===== config.mk =====
export PLATFORM = sky130hd
export DESIGN_NAME = coeff_load_ctrl
export DESIGN_NICKNAME = d
export VERILOG_FILES = /design/src/rtl/coeff_load_ctrl.sv
export SDC_FILE = /design/constraint.sdc
export NUM_CORES = 1
export LEC_CHECK = 0
export ABC_AREA = 1
export ABC_CLOCK_PERIOD_IN_PS = 1450
export CAP_MARGIN = 20
export CORE_MARGIN = 3
export CORE_UTILIZATION = 44
export DETAILED_ROUTE_END_ITERATION = 8
export GPL_ROUTABILITY_DRIVEN = 0
export HOLD_SLACK_MARGIN = 0.1
export PLACE_DENSITY = 0.78
export SLEW_MARGIN = 20
export SYNTH_ARGS = -nofsm -noshare
export SYNTH_HDL_FRONTEND = slang
export SYNTH_SLANG_ARGS = --single-unit

===== constraint.sdc =====
create_clock -name iClk12M -period 1.45 [get_ports iClk12M]
set_input_delay 0.3625 -clock iClk12M [delete_from_list [all_inputs] [get_ports iClk12M]]
set_output_delay 0.3625 -clock iClk12M [all_outputs]
set_load 0.05 [all_outputs]

===== src/rtl/coeff_load_ctrl.sv =====
// coeff_load_ctrl: host-side loader that turns a coefficient stream into FIR coefficient-RAM writes.
// Latency: write strobe one cycle after the accepting edge; one word per 2 cycles (3 with mirroring).
// Backpressure: oReady is low outside WAIT and in the first WAIT cycle of a session; iValid gaps hold WAIT.
// Optional macro COEFF_SYM_EN: stream taps 0..NUM_TAP/2-1 only and mirror each write to tap NUM_TAP-1-k.
module coeff_load_ctrl #(
  parameter int NUM_MODULE = 4,
  parameter int NUM_TAP    = 10,
  parameter int DW         = 16
) (
  input  logic          iClk12M,
  input  logic          iRsn,
  input  logic          iStart,
  input  logic          iValid,
  input  logic [DW-1:0] iCoeff,
  output logic          oReady,
  output logic          oCoeffUpdateFlag,
  output logic          oCsnRam,
  output logic          oWrnRam,
  output logic [5:0]    oAddrRam,
  output logic [DW-1:0] oWtDtRam,
  output logic          oBusy,
  output logic          oDone
);

  localparam logic [3:0] TAP_LAST = 4'(NUM_TAP - 1);
  localparam logic [1:0] MOD_LAST = 2'(NUM_MODULE - 1);
`ifdef COEFF_SYM_EN
  // Only the first half of each module's taps is streamed; the rest are mirrored.
  localparam logic [3:0] TAP_STREAM_LAST = 4'(NUM_TAP / 2 - 1);
`else
  localparam logic [3:0] TAP_STREAM_LAST = TAP_LAST;
`endif

`ifdef COEFF_SYM_EN
  typedef enum logic [2:0] {
    S_IDLE, S_WAIT, S_WRITE, S_MIRROR, S_FLUSH, S_DONE
  } state_t;
`else
  typedef enum logic [2:0] {
    S_IDLE, S_WAIT, S_WRITE, S_FLUSH, S_DONE
  } state_t;
`endif

  state_t        state_q, state_d;
  logic [3:0]    tap_q, tap_d;
  logic [1:0]    mod_q, mod_d;

  logic          ready_q, ready_d;
  logic          flag_q, flag_d;
  logic          csn_q, csn_d;
  logic          wrn_q, wrn_d;
  logic [5:0]    addr_q, addr_d;
  logic [DW-1:0] wdat_q, wdat_d;
  logic          busy_q, busy_d;
  logic          done_q, done_d;

  logic          xfer;
  logic          row_end;
  logic          sess_end;
  logic [3:0]    tap_adv;
  logic [1:0]    mod_adv;

  assign xfer     = iValid && ready_q;
  assign row_end  = (tap_q == TAP_STREAM_LAST);
  assign sess_end = row_end && (mod_q == MOD_LAST);
  assign tap_adv  = row_end ? 4'd0 : tap_q + 4'd1;
  assign mod_adv  = row_end ? mod_q + 2'd1 : mod_q;

  // Next-state and next-output decode; every output is registered below.
  // The first WAIT cycle of a session keeps oReady low so that a word
  // presented together with iStart is never taken; later WAITs are ready at once.
  always_comb begin
    state_d = state_q;
    tap_d   = tap_q;
    mod_d   = mod_q;
    ready_d = 1'b0;
    flag_d  = flag_q;
    csn_d   = 1'b1;
    wrn_d   = 1'b1;
    addr_d  = addr_q;
    wdat_d  = wdat_q;
    busy_d  = busy_q;
    done_d  = 1'b0;
    case (state_q)
      S_IDLE: begin
        flag_d = 1'b0;
        busy_d = 1'b0;
        if (iStart) begin
          state_d = S_WAIT;
          tap_d   = 4'd0;
          mod_d   = 2'd0;
          flag_d  = 1'b1;
          busy_d  = 1'b1;
        end
      end
      S_WAIT: begin
        if (xfer) begin
          state_d = S_WRITE;
          wdat_d  = iCoeff;
          addr_d  = {mod_q, tap_q};
          csn_d   = 1'b0;
          wrn_d   = 1'b0;
        end else begin
          ready_d = 1'b1;
        end
      end
`ifdef COEFF_SYM_EN
      S_WRITE: begin
        // Second strobe of the same word to the symmetric tap.
        state_d = S_MIRROR;
        addr_d  = {mod_q, TAP_LAST - tap_q};
        csn_d   = 1'b0;
        wrn_d   = 1'b0;
      end
      S_MIRROR: begin
        tap_d = tap_adv;
        mod_d = mod_adv;
        if (sess_end) begin
          state_d = S_FLUSH;
        end else begin
          state_d = S_WAIT;
          ready_d = 1'b1;
        end
      end
`else
      S_WRITE: begin
        tap_d = tap_adv;
        mod_d = mod_adv;
        if (sess_end) begin
          state_d = S_FLUSH;
        end else begin
          state_d = S_WAIT;
          ready_d = 1'b1;
        end
      end
`endif
      S_FLUSH: begin
        // Flag stays up through this idle cycle so the FIR FSM sees the last write.
        state_d = S_DONE;
        flag_d  = 1'b0;
        busy_d  = 1'b0;
        done_d  = 1'b1;
        addr_d  = 6'd0;
      end
      S_DONE: begin
        state_d = S_IDLE;
      end
      default: begin
        state_d = S_IDLE;
      end
    endcase
  end

  // State, counters and output registers with synchronous reset.
  always_ff @(posedge iClk12M) begin
    if (iRsn) begin
      state_q <= S_IDLE;
      tap_q   <= 4'd0;
      mod_q   <= 2'd0;
      ready_q <= 1'b0;
      flag_q  <= 1'b0;
      csn_q   <= 1'b1;
      wrn_q   <= 1'b1;
      addr_q  <= 6'd0;
      wdat_q  <= '0;
      busy_q  <= 1'b0;
      done_q  <= 1'b0;
    end else begin
      state_q <= state_d;
      tap_q   <= tap_d;
      mod_q   <= mod_d;
      ready_q <= ready_d;
      flag_q  <= flag_d;
      csn_q   <= csn_d;
      wrn_q   <= wrn_d;
      addr_q  <= addr_d;
      wdat_q  <= wdat_d;
      busy_q  <= busy_d;
      done_q  <= done_d;
    end
  end

  assign oReady           = ready_q;
  assign oCoeffUpdateFlag = flag_q;
  assign oCsnRam          = csn_q;
  assign oWrnRam          = wrn_q;
  assign oAddrRam         = addr_q;
  assign oWtDtRam         = wdat_q;
  assign oBusy            = busy_q;
  assign oDone            = done_q;

endmodule


### After elaboration in Yosys (flattened, before gate mapping)

Cells that the tools add are included.

| word-level totals | value |
|---|---|
| bits in registers | 35 |
| output and inout port bits | 28 |
| input port bits | 20 |

| cells by class | value |
|---|---|
| bitwise logic cells | 1 |
| equal/unequal tests | 8 |
| multiplexer cells | 18 |
| reductions and logical operators | 12 |
| $add $sub $neg | 2 |

Operators with widths:

| cell | number |
|---|---|
| 3-bit case mux with 4 select lines | 1 |
| 6-bit case mux with 2 select lines | 1 |
| 4-bit 2-to-1 mux | 2 |
| 4-bit case mux with 2 select lines | 1 |
| 2-bit AND reduction | 4 |
| 3-bit by 2-bit equality test with 1-bit output, second input constant | 2 |
| 2-bit 2-to-1 mux | 3 |
| 3-bit 2-to-1 mux | 2 |
| 6-bit 2-to-1 mux | 1 |
| 2-bit inequality test, second input constant | 3 |
| 2-bit nonzero test | 3 |
| 4-bit by 1-bit adder with 4-bit output, second input constant | 1 |
| 4-bit equality test, second input constant | 1 |
| 1-bit 2-to-1 mux | 4 |
| 1-bit case mux with 2 select lines | 2 |
| 2-bit case mux with 2 select lines | 1 |
| 3-bit by 1-bit equality test with 1-bit output, second input constant | 1 |
| 3-bit logical NOT | 1 |
| 3-bit AND reduction | 1 |
| 2-bit by 1-bit adder with 2-bit output, second input constant | 1 |
| 2-bit equality test, second input constant | 1 |
| 1-bit logical AND | 2 |
| 2-bit OR reduction | 1 |
| 1-bit inverter | 1 |

### Longest topological paths before layout

| depth | value |
|---|---|
| depth after elaboration | 4 |
| mapped depth | 7 |
| gate-level depth less buffers | 7 |

### Least setup slack after synthesis

OpenSTA, ideal clock, no wires.

| path | value |
|---|---|
| path kind | register to register |
| start point | register ready_q, in the netlist oReady |
| end point | register wdat_q[11], in the netlist oWtDtRam[11] |
| arrival | 1.392 ns |
| setup time | 0.116 ns |
| stages on the path, launching flop included | 7 |
| required time | 1.334 ns |
| path slack | -0.059 ns |
| path through | dfxtp_1 > nand2_1 > nor2_8 > inv_6 > buf_6 > nor2_1 > nor2_1 |

| on the way | value |
|---|---|
| cells in the longest elaborated chain, start to end | 2 |

Ends and longest elaborated chain:

| what | line | text |
|---|---|---|
| from (decl) | 48 | `logic ready_q, ready_d;` |
| from (signal assigned) | 172 | `ready_q <= ready_d;` |
| 1-bit logical AND | 63 | `assign xfer = iValid && ready_q;` |
| 2-bit AND reduction (no line) | -- |  |
| to (signal assigned) | 177 | `wdat_q <= wdat_d;` |
| to (decl) | 53 | `logic [DW-1:0] wdat_q, wdat_d;` |

Every way passes these cells.
A chain may end at the register's enable or synchronous reset.

==> flow_summary.ini <==
[clock_network]
worstSkewPairLatency_ns = 0.34
clock_sinks = 35
htree_num_levels = 2
clk_pin_slew_worst_paths_ns = 0.10
ctsResizeCount = 0
root_buffer = clkbuf_4
cts_tree = done
ctsHoldBuffers = 0
clock_path_buffers = 2
post_cts_buffers = 0
cts-buffers-inserted = 5

[route]
drt-initial-drc-count = 44
vias = 1334
dr.pass1.iters = 4
drtAntennaViolNets = 0
avgRoutedWirePerCell_um = 12.09
drc = 0
totalWireLength_um = 3374
viasPerCell = 4.781

[global_route]
grt_overflow = 0
grtUsageTotal_pct = 18.66
grt_pass1_wl_um = 5858
antenna_found_initial = 0
first_global_vias = 1280
grt_max_degree = 18

[setup_path]
cp-startpoint = oBusy
worst-path-buf-inv = 1
rrSetupSlack_ns = 0.19
crit_arrival_ns = 0.99
cp_slowest_cell = dfxtp_1
critPathRequiredTime_ns = 1.09
cp_top_family = flip-flops
cp-start-kind = register
critPathKind = register to output port
slowest_delay_ns = 0.48
crit_fanout = 3
endpoint_kind = output port
path_cells = buf_12
reg2reg_from = state_q[1]

[synthesis]
synth_edf_count = 0
yosysWarnings = 0
ys_seq_elements = 35
synthesis.area_um2 = 1414
yosys.cell_types.count = 22
syn_nets = 204
synth_area_per_cell_um2 = 7.811
synth_seq_area_share_pct = 49.56
synth_cells = 181
async_reset_ff_share_pct = 0
synth_ff_type = dfxtp_1

[power_and_ir_drop]
p_sw_share_pct = 28.30
power_frac_comb_pct = 18.6
ir_worst_vdd_v = 0.0007329
intPower_mw = 1.338
clkPwrFrac_pct = 26.7
p_sw_mw = 0.5283
p_leak_nw = 1.013
power_frac_seq_pct = 54.7
power_density_nw_per_um2 = 818.9

[finish]
final_common_cell = nor2_1
fin_nets = 259
antenna_cells = 0
layout_common_cells = 44 x nor2_1, 34 x dfxtp_1, 28 x buf_12, 25 x nand2_1, 19 x clkdlybuf4s50_1
drive_above_1_share_pct = 23.21
area_delta_synth_final_pct = 61.24
finalNonFillerCells = 279

[timing]
finalSetupTns_ns = 0
drv_slew = 0
fin_crit_sh_pct = 93.41
period_minus_slack_ns = 1.354
rsz0062_at_grt = no
finalHoldViolations = 0
skew_ns = 0.006016
setup_violations = 0
fmaxAchievable_mhz = 738.3
max_slew.worst_pin.slew_ns = 0.2905
timing.max_slew.rel_slack_pct = 80.56

[floorplan]
rows = 19
dieArea_um2 = 3929
start_util_pct = 48.75
io-pin-count = 48
die_y_um = 62.69
dieWidth_um = 62.69
fp.coreArea_um2 = 2900

[placed_design]
io_buffers = 47
place_inst = 271
hpwl_um = 2618

[hold_path]
min_path_type = register to register
min-delay-start = mod_q[0]

[outcome]
outcome = finished, final reports clean

[job]
cap_violations = 0
## metal layers
layer | GRT usage (%) | routed length, µm | vias to the layer above | part of all wire (%)
met3 | 5.216 | 162 | 4 | 4.8
met2 | 31.82 | 1710 | 31 | 51
met1 | 22.00 | 1459 | 618 | 43
met5 | 0 | 0 | - | 0
li1 | - | - | 681 | -
met4 | 7.438 | 41 | 0 | 1.2
## cells by family (layout without fill, tap and decap cells)
family	Yosys count	in the layout	synth area share, %
AND/OR/NAND/NOR	93	93	29.38
flip-flops	35	35	49.56
adder cells (fa/ha/maj)	3	3	2.655
AO/OA/AOI/OAI	27	27	9.823
XOR/XNOR	1	1	0.6196
buffers and inverters	22	78	7.964
## synth_stat cells, types with 2 or more instances
library cell	number	area share [%]
nor2_1	44	12
dfxtp_1	35	50
nand2_1	25	6.6
o21ai_0	16	5.7
inv_1	14	3.7
nand3_1	12	4.2
a21oi_1	7	2.5
nor2_2	5	2.2
ha_1	3	2.7
nand3b_1	3	1.6
o21ai_1	3	1.1
buf_2	2	0.71
buf_4	2	1.1
buf_6	2	1.6
## path summary, 6_finish.rpt
kind                            to  cells after the start
setup reg to reg       oWtDtRam[0]                      6
hold / removal         oAddrRam[4]                      2
setup / recovery  oCoeffUpdateFlag                      1
hold reg to reg        oAddrRam[4]                      2
## sequential cells by signal (all words and copies together), names as in the netlist
signal / count
state_q: 3
mod_q: 2
oWtDtRam: 16
tap_q: 4
oBusy: 1
oAddrRam: 6
oWrnRam: 1
oReady: 1
oDone: 1
## power by group through the flow
stage,clock [mW],sequential (mW),combinational (mW)
2_1_floorplan,0,1.09,0.118
3_3_place_gp,0,1.04,0.340
3_5_place_dp,0,1.04,0.347
4_1_cts,0.511,1.02,0.349
5_1_grt,0.561,1.02,0.371
6_report,0.498,1.02,0.347
## final cells by class
cell class / count / area (µm²)
timing repair buffer: 55 / 810.8
clock inverter: 3 / 15.01
tap: 42 / 52.55
sequential: 35 / 701.9
multi-input combinational: 124 / 600.6
clock buffer: 5 / 37.54
inverter: 15 / 61.31
fill: 209 / 620.6
## stage by stage
| stage | utilization, % | area [µm²] | hold slack (ns) | power [mW] | worst slack, ns |
|---|---|---|---|---|---|
| 2_1_floorplan | - | 1415 | 0.4460 | 1.207 | 0.1476 |
| 3_3_place_gp | 76.79 | 2227 | 0.4570 | 1.380 | -0.1225 |
| 3_5_place_dp | 76.79 | 2227 | 0.4737 | 1.390 | -0.1703 |
| 4_1_cts | 78.60 | 2280 | 0.4891 | 1.881 | 0.08527 |
| 5_1_grt | 78.60 | 2280 | 0.5188 | 1.957 | 0.04794 |
| 6_report | 78.60 | 2280 | 0.4864 | 1.867 | 0.09555 |
Note: power is estimated with default switching activity, not from simulation.
